--- src/rtl/vga_scan_controller_pkg.sv ---
// Shared VGA timing defaults, the sync-flag bundle passed from the scan counter to the
// output pipeline, and a counter-width helper.
package vga_scan_controller_pkg;

    localparam int VGA_H_VISIBLE = 640;
    localparam int VGA_H_FRONT   = 16;
    localparam int VGA_H_SYNC    = 96;
    localparam int VGA_H_BACK    = 48;
    localparam int VGA_V_VISIBLE = 480;
    localparam int VGA_V_FRONT   = 10;
    localparam int VGA_V_SYNC    = 2;
    localparam int VGA_V_BACK    = 33;
    localparam int VGA_CLK_DIV   = 2;
    localparam int VGA_ADDR_W    = 24;

    // Sync flags are active-high internally; the pins invert them at the output register.
    typedef struct packed {
        logic visible;
        logic hsync;
        logic vsync;
    } scan_flags_t;

    function automatic int cnt_w(input int n);
        return (n > 1) ? $clog2(n) : 1;
    endfunction

endpackage

--- src/rtl/vga_sync_counter.sv ---
// Pixel-rate divider plus horizontal/vertical scan counters; decodes visible area and
// sync windows from the current scan position.
module vga_sync_counter
    import vga_scan_controller_pkg::*;
#(
    parameter int H_VISIBLE = VGA_H_VISIBLE,
    parameter int H_FRONT   = VGA_H_FRONT,
    parameter int H_SYNC    = VGA_H_SYNC,
    parameter int H_BACK    = VGA_H_BACK,
    parameter int V_VISIBLE = VGA_V_VISIBLE,
    parameter int V_FRONT   = VGA_V_FRONT,
    parameter int V_SYNC    = VGA_V_SYNC,
    parameter int V_BACK    = VGA_V_BACK,
    parameter int CLK_DIV   = VGA_CLK_DIV
) (
    input  logic        clk,
    input  logic        rst_n,
    output logic        tick,
    output logic        frame_wrap,
    output scan_flags_t flags
);

    localparam int H_TOTAL = H_VISIBLE + H_FRONT + H_SYNC + H_BACK;
    localparam int V_TOTAL = V_VISIBLE + V_FRONT + V_SYNC + V_BACK;
    localparam int DIV_W   = cnt_w(CLK_DIV);
    localparam int H_W     = cnt_w(H_TOTAL);
    localparam int V_W     = cnt_w(V_TOTAL);

    logic [DIV_W-1:0] div_p0;
    logic [H_W-1:0]   h_count_p0;
    logic [V_W-1:0]   v_count_p0;
    logic             h_last;
    logic             v_last;

    assign tick       = (div_p0 == DIV_W'(CLK_DIV - 1));
    assign h_last     = (h_count_p0 == H_W'(H_TOTAL - 1));
    assign v_last     = (v_count_p0 == V_W'(V_TOTAL - 1));
    assign frame_wrap = tick && h_last && v_last;

    // Stage 0: scan position
    always_ff @(posedge clk or negedge rst_n) begin
        if (!rst_n) begin
            div_p0     <= '0;
            h_count_p0 <= '0;
            v_count_p0 <= '0;
        end else begin
            div_p0 <= tick ? '0 : div_p0 + DIV_W'(1);
            if (tick) begin
                if (h_last) begin
                    h_count_p0 <= '0;
                    v_count_p0 <= v_last ? '0 : v_count_p0 + V_W'(1);
                end else begin
                    h_count_p0 <= h_count_p0 + H_W'(1);
                end
            end
        end
    end

    always_comb begin
        flags.visible = (h_count_p0 < H_W'(H_VISIBLE)) && (v_count_p0 < V_W'(V_VISIBLE));
        flags.hsync   = (h_count_p0 >= H_W'(H_VISIBLE + H_FRONT)) &&
                        (h_count_p0 <  H_W'(H_VISIBLE + H_FRONT + H_SYNC));
        flags.vsync   = (v_count_p0 >= V_W'(V_VISIBLE + V_FRONT)) &&
                        (v_count_p0 <  V_W'(V_VISIBLE + V_FRONT + V_SYNC));
    end

endmodule

--- src/rtl/vga_scan_controller.sv ---
// VGA 640x480@60 scan controller: issues linear video-RAM read addresses and turns the
// returned pixel into blanked RGB plus HS/VS, all aligned three clocks behind the counters.
module vga_scan_controller
    import vga_scan_controller_pkg::*;
#(
    parameter int H_VISIBLE = VGA_H_VISIBLE,
    parameter int H_FRONT   = VGA_H_FRONT,
    parameter int H_SYNC    = VGA_H_SYNC,
    parameter int H_BACK    = VGA_H_BACK,
    parameter int V_VISIBLE = VGA_V_VISIBLE,
    parameter int V_FRONT   = VGA_V_FRONT,
    parameter int V_SYNC    = VGA_V_SYNC,
    parameter int V_BACK    = VGA_V_BACK,
    parameter int CLK_DIV   = VGA_CLK_DIV,
    parameter int ADDR_W    = VGA_ADDR_W
) (
    input  logic              Clock,
    input  logic              Reset,
    output logic [ADDR_W-1:0] oReadAddress,
    input  logic [2:0]        iPixel,
    output logic              oVGA_R,
    output logic              oVGA_G,
    output logic              oVGA_B,
    output logic              oVGA_HS,
    output logic              oVGA_VS,
    output logic              oFrameStart
);

    // Holds one past the last visible pixel during vertical blanking, hence the full count.
    localparam int PIX_W = cnt_w(H_VISIBLE * V_VISIBLE + 1);

    logic             tick;
    logic             frame_wrap;
    scan_flags_t      flags_p0;
    scan_flags_t      flags_p1;
    scan_flags_t      flags_p2;
    logic [PIX_W-1:0] addr_p0;
    logic             fs_p0;
    logic             fs_p1;
    logic             fs_p2;

    vga_sync_counter #(
        .H_VISIBLE (H_VISIBLE),
        .H_FRONT   (H_FRONT),
        .H_SYNC    (H_SYNC),
        .H_BACK    (H_BACK),
        .V_VISIBLE (V_VISIBLE),
        .V_FRONT   (V_FRONT),
        .V_SYNC    (V_SYNC),
        .V_BACK    (V_BACK),
        .CLK_DIV   (CLK_DIV)
    ) u_sync (
        .clk        (Clock),
        .rst_n      (Reset),
        .tick       (tick),
        .frame_wrap (frame_wrap),
        .flags      (flags_p0)
    );

    // Stage 0: running pixel address tracks v*H_VISIBLE+h without a multiplier
    always_ff @(posedge Clock or negedge Reset) begin
        if (!Reset) begin
            addr_p0 <= '0;
            fs_p0   <= 1'b0;
        end else begin
            if (tick) begin
                if (frame_wrap) begin
                    addr_p0 <= '0;
                end else if (flags_p0.visible) begin
                    addr_p0 <= addr_p0 + PIX_W'(1);
                end
            end
            // Only a real wrap marks a frame start, so the first frame after reset is silent.
            fs_p0 <= frame_wrap;
        end
    end

    // Stage 1: address register; Stage 2: RAM returns data; Stage 3: output registers
    always_ff @(posedge Clock or negedge Reset) begin
        if (!Reset) begin
            oReadAddress             <= '0;
            flags_p1                 <= '0;
            fs_p1                    <= 1'b0;
            flags_p2                 <= '0;
            fs_p2                    <= 1'b0;
            {oVGA_R, oVGA_G, oVGA_B} <= 3'b000;
            oVGA_HS                  <= 1'b1;
            oVGA_VS                  <= 1'b1;
            oFrameStart              <= 1'b0;
        end else begin
            oReadAddress             <= ADDR_W'(addr_p0);
            flags_p1                 <= flags_p0;
            fs_p1                    <= fs_p0;
            flags_p2                 <= flags_p1;
            fs_p2                    <= fs_p1;
            {oVGA_R, oVGA_G, oVGA_B} <= flags_p2.visible ? iPixel : 3'b000;
            oVGA_HS                  <= ~flags_p2.hsync;
            oVGA_VS                  <= ~flags_p2.vsync;
            oFrameStart              <= fs_p2;
        end
    end

endmodule
--- config.mk ---
export PLATFORM = sky130hd
export DESIGN_NAME = vga_scan_controller
export DESIGN_NICKNAME = d
export VERILOG_FILES = /design/src/rtl/vga_scan_controller_pkg.sv /design/src/rtl/vga_sync_counter.sv /design/src/rtl/vga_scan_controller.sv
export SDC_FILE = /design/constraint.sdc
export NUM_CORES = 1
export LEC_CHECK = 0
export ABC_AREA = 1
export BUFFER_PORTS_ARGS = -buffer_cell sky130_fd_sc_hd__buf_2
export CAP_MARGIN = 15
export CORE_ASPECT_RATIO = 0.6
export CORE_MARGIN = 2
export CORE_UTILIZATION = 50
export CTS_CLUSTER_SIZE = 24
export DETAILED_ROUTE_END_ITERATION = 10
export HOLD_SLACK_MARGIN = 0.05
export PLACE_DENSITY = 0.71
export SYNTH_ARGS = -nofsm -noshare
export SYNTH_HDL_FRONTEND = slang
export SYNTH_SLANG_ARGS = --single-unit
--- constraint.sdc ---
create_clock -name Clock -period 2 [get_ports Clock]
set_input_delay 0.2 -clock Clock [delete_from_list [all_inputs] [get_ports Clock]]
set_output_delay 0.2 -clock Clock [all_outputs]
set_load 0.01 [all_outputs]
==> reports/qor.yml <==
route:
  drt_first_pass_iters: 6
  top_layer_used: "met4"
  drtIter0Drc: 248
  ant_nets: 0
  routed-via-count: 2855
  vias_per_cell: 5.20
  routed-wl-met2_um: 2800
  drt-met1-wl_um: 3650
  finalWirelength_um: 7220
  drc_errors: 0
  route.met3.wl_um: 694
  routedWlPerCell_um: 13.2
outcome:
  status: "completed"
grt:
  grt_usage_pct: 20.5
  antenna_found_initial: 0
  grt_max_degree: 32
  grt-ovfl-total: 0
  grt_pass1_wl_um: 12000
  grt_pass1_vias: 2444
floorplan:
  ioPinCount: 35
  die_h_um: 68.6
  die-area_um2: 7660
  rows: 23
  die_x_um: 112
  design.core.area_um2: 6710
  start_util_pct: 51.8
layout:
  stdcell_count: 549
  area_delta_synth_final_pct: 16.3
  fillers: 574
  nNetsFinal: 467
  drive_gt1_share_pct: 16.0
  antenna_cells: 0
  final_util_pct: 60.3
synth:
  seq_area_frac_synth_pct: 53.3
  syn_inst: 416
  synth.yosys.warnings: 0
  mappedNetlistArea_um2: 3480
  synth_top_cell_area_share_pct: 51.8
  yosys-top-cells-area: "dfrtp_1 (52%), nand2_1 (12%), nand3_1 (6.0%)"
  yosysTopAreaCell: "dfrtp_1"
  avgSynthCellArea_um2: 8.36
  ys_ff_latch: 74
  synth_cell_types: 31
clock_tree:
  h-tree-depth: 3
  cts_hold_buf: 3
  clockRootBuffer: "clkbuf_16"
  post_cts_buffers: 0
  post_cts_resized: 0
  cts_tree: "built"
  cts.sinks: 74
  path_clk_slew_ns: 0.06
  clk_path_buf_depth: 2
  clock_latency_ns: 0.33
  cts_made_buffers: 9
sta:
  setup_violations: 0
  hold_violations: 0
  rsz0062_at_grt: "false"
  setup_ws_ns: 0.241
  fmax_ghz: 0.568
  setup_tns_ns: 0
  finalCritPeriodShare_pct: 88.0
  slew_viol_final: 0
  clock-skew-final_ns: 0.00503
  period_needed_ns: 1.76
hold_path:
  hp-class: "in -> reg"
pwr:
  power_leakage_nw: 2.14
  ir_drop_uv: 576
  cellPowerDensity_nw_per_um2: 777
job:
  cap_violations: 0
placed_design:
  dp.cells: 530
  dp_worst_setup_slack_ns: 0.272
  dp_hpwl_um: 5180
  port_buffers: 29
  gp_congestion: 1.01
worst_setup_path:
  path_class: "reg -> reg"
  worst_ep_arrival_time_ns: 1.98
  crit_path_end_kind: "flip-flop"
  cp-start-kind: "flip-flop"
  cp.required_ns: 2.22
  path_max_fanout: 9
[layer usage]
layer	vias up	global-route usage (%)
met5	-	0
met2	146	27.0
met4	0	6.79
met1	1313	30.9
li1	1383	-
met3	13	7.26
[cells in the final DEF (no fill, tap or decap), drive strengths merged]
| cell type | n |
|---|---|
| o21bai | 2 |
| or2 | 2 |
| dlygate4sd3 | 3 |
| buf | 33 |
| and2 | 1 |
| xor2 | 5 |
| nor3 | 7 |
| clkbuf | 11 |
| nand4 | 11 |
| a21oi | 8 |
| nand2 | 109 |
| dfrtp | 72 |
| conb | 5 |
| nand3 | 44 |
| and3 | 1 |
| o21ai | 18 |
| nor4 | 1 |
| clkinv | 4 |
| inv | 58 |
| nor2 | 59 |
| ha | 5 |
| bufinv | 1 |
| dfstp | 2 |
[critical path, cell delays in order (launching register included)]
cell     delay [ns]
dfrtp_1        0.44
inv_1          0.13
ha_1           0.18
nand2_1        0.06
nor2_1         0.19
nand3_2        0.19
nor2_8         0.23
nor2_2         0.10
nand2_1        0.08
nand2_1        0.06
[power breakdown]
group	total, mW	leakage [nW]	switching [mW]	internal (mW)
clock network	1.59	0.149	0.592	0.994
registers	1.50	0.975	0.000581	1.50
logic	0.0541	1.01	0.0386	0.0155
total	3.14	2.14	0.631	2.51
[layout make-up]
class | count | area [µm²] | area share (%)
clock buffers | 11 | 243 | 6.00
multi-input cells | 278 | 1350 | 33.3
clock inverters | 5 | 53.8 | 1.33
inverters | 58 | 218 | 5.39
well taps | 87 | 109 | 2.69
flip-flops and latches | 74 | 1850 | 45.9
repair buffers | 36 | 220 | 5.45
[kinds of logic after synthesis]
family / count (synthesis) / share of synthesized area, %
buf+inv: 68 / 8.39
xor+xnor: 5 / 1.26
compound gates: 28 / 4.28
other cells: 1 / 0.108
flops: 74 / 53.3
fa+ha+maj: 5 / 1.80
simple gates: 235 / 30.8
[registers in the layout, summed over array words and instances, names as in the netlist, 3 cells and up]
register           count
flags_p1               3
flags_p2               3
u_sync.v_count_p0     10
addr_p0               19
u_sync.h_count_p0     10
oReadAddress          19
[Yosys cell counts]
cell	n
a21oi_1	8
and2_1	1
and3_1	1
buf_2	2
buf_4	7
buf_6	1
conb_1	1
dfrtp_1	72
dfstp_2	2
ha_1	5
inv_1	51
inv_2	7
nand2_1	108
nand2_2	1
nand3_1	42
nand3_2	2
nand4_1	9
nand4_2	1
nand4_4	1
nor2_1	50
nor2_2	5
nor2_4	3
nor2_8	1
nor3_1	7
nor4_1	1
o21ai_0	10
o21ai_1	7
o21ai_2	1
o21bai_1	2
or2_2	2
xor2_1	5
[worst paths after layout]
check | start | endpoint | slack (ns) | cells past startpoint
setup reg to reg | u_sync.v_count_p0[0] | addr_p0[6] | 0.24 | 9
hold / removal | iPixel[2] | oVGA_R | 0.07 | 3
max in group asynchronous | Reset | oVGA_VS | 1.05 | 3
hold reg to reg | fs_p2 | oFrameStart | 0.35 | 0
min in group asynchronous | Reset | oVGA_G | 0.31 | 2
setup / recovery | u_sync.v_count_p0[0] | addr_p0[6] | 0.24 | 9
[stage by stage]
step / hold WS (ns) / power (mW) / area [µm²]
final: 0.0691 / 3.14 / 4040
after global routing: 0.0676 / 3.25 / 4040
after CTS: 0.0556 / 3.18 / 4040
after detailed placement: 0.130 / 1.58 / 3720
after global placement: 0.127 / 1.58 / 3720
after floorplan: -0.0956 / 1.54 / 3490
Note: power is estimated with default switching activity, not from simulation.
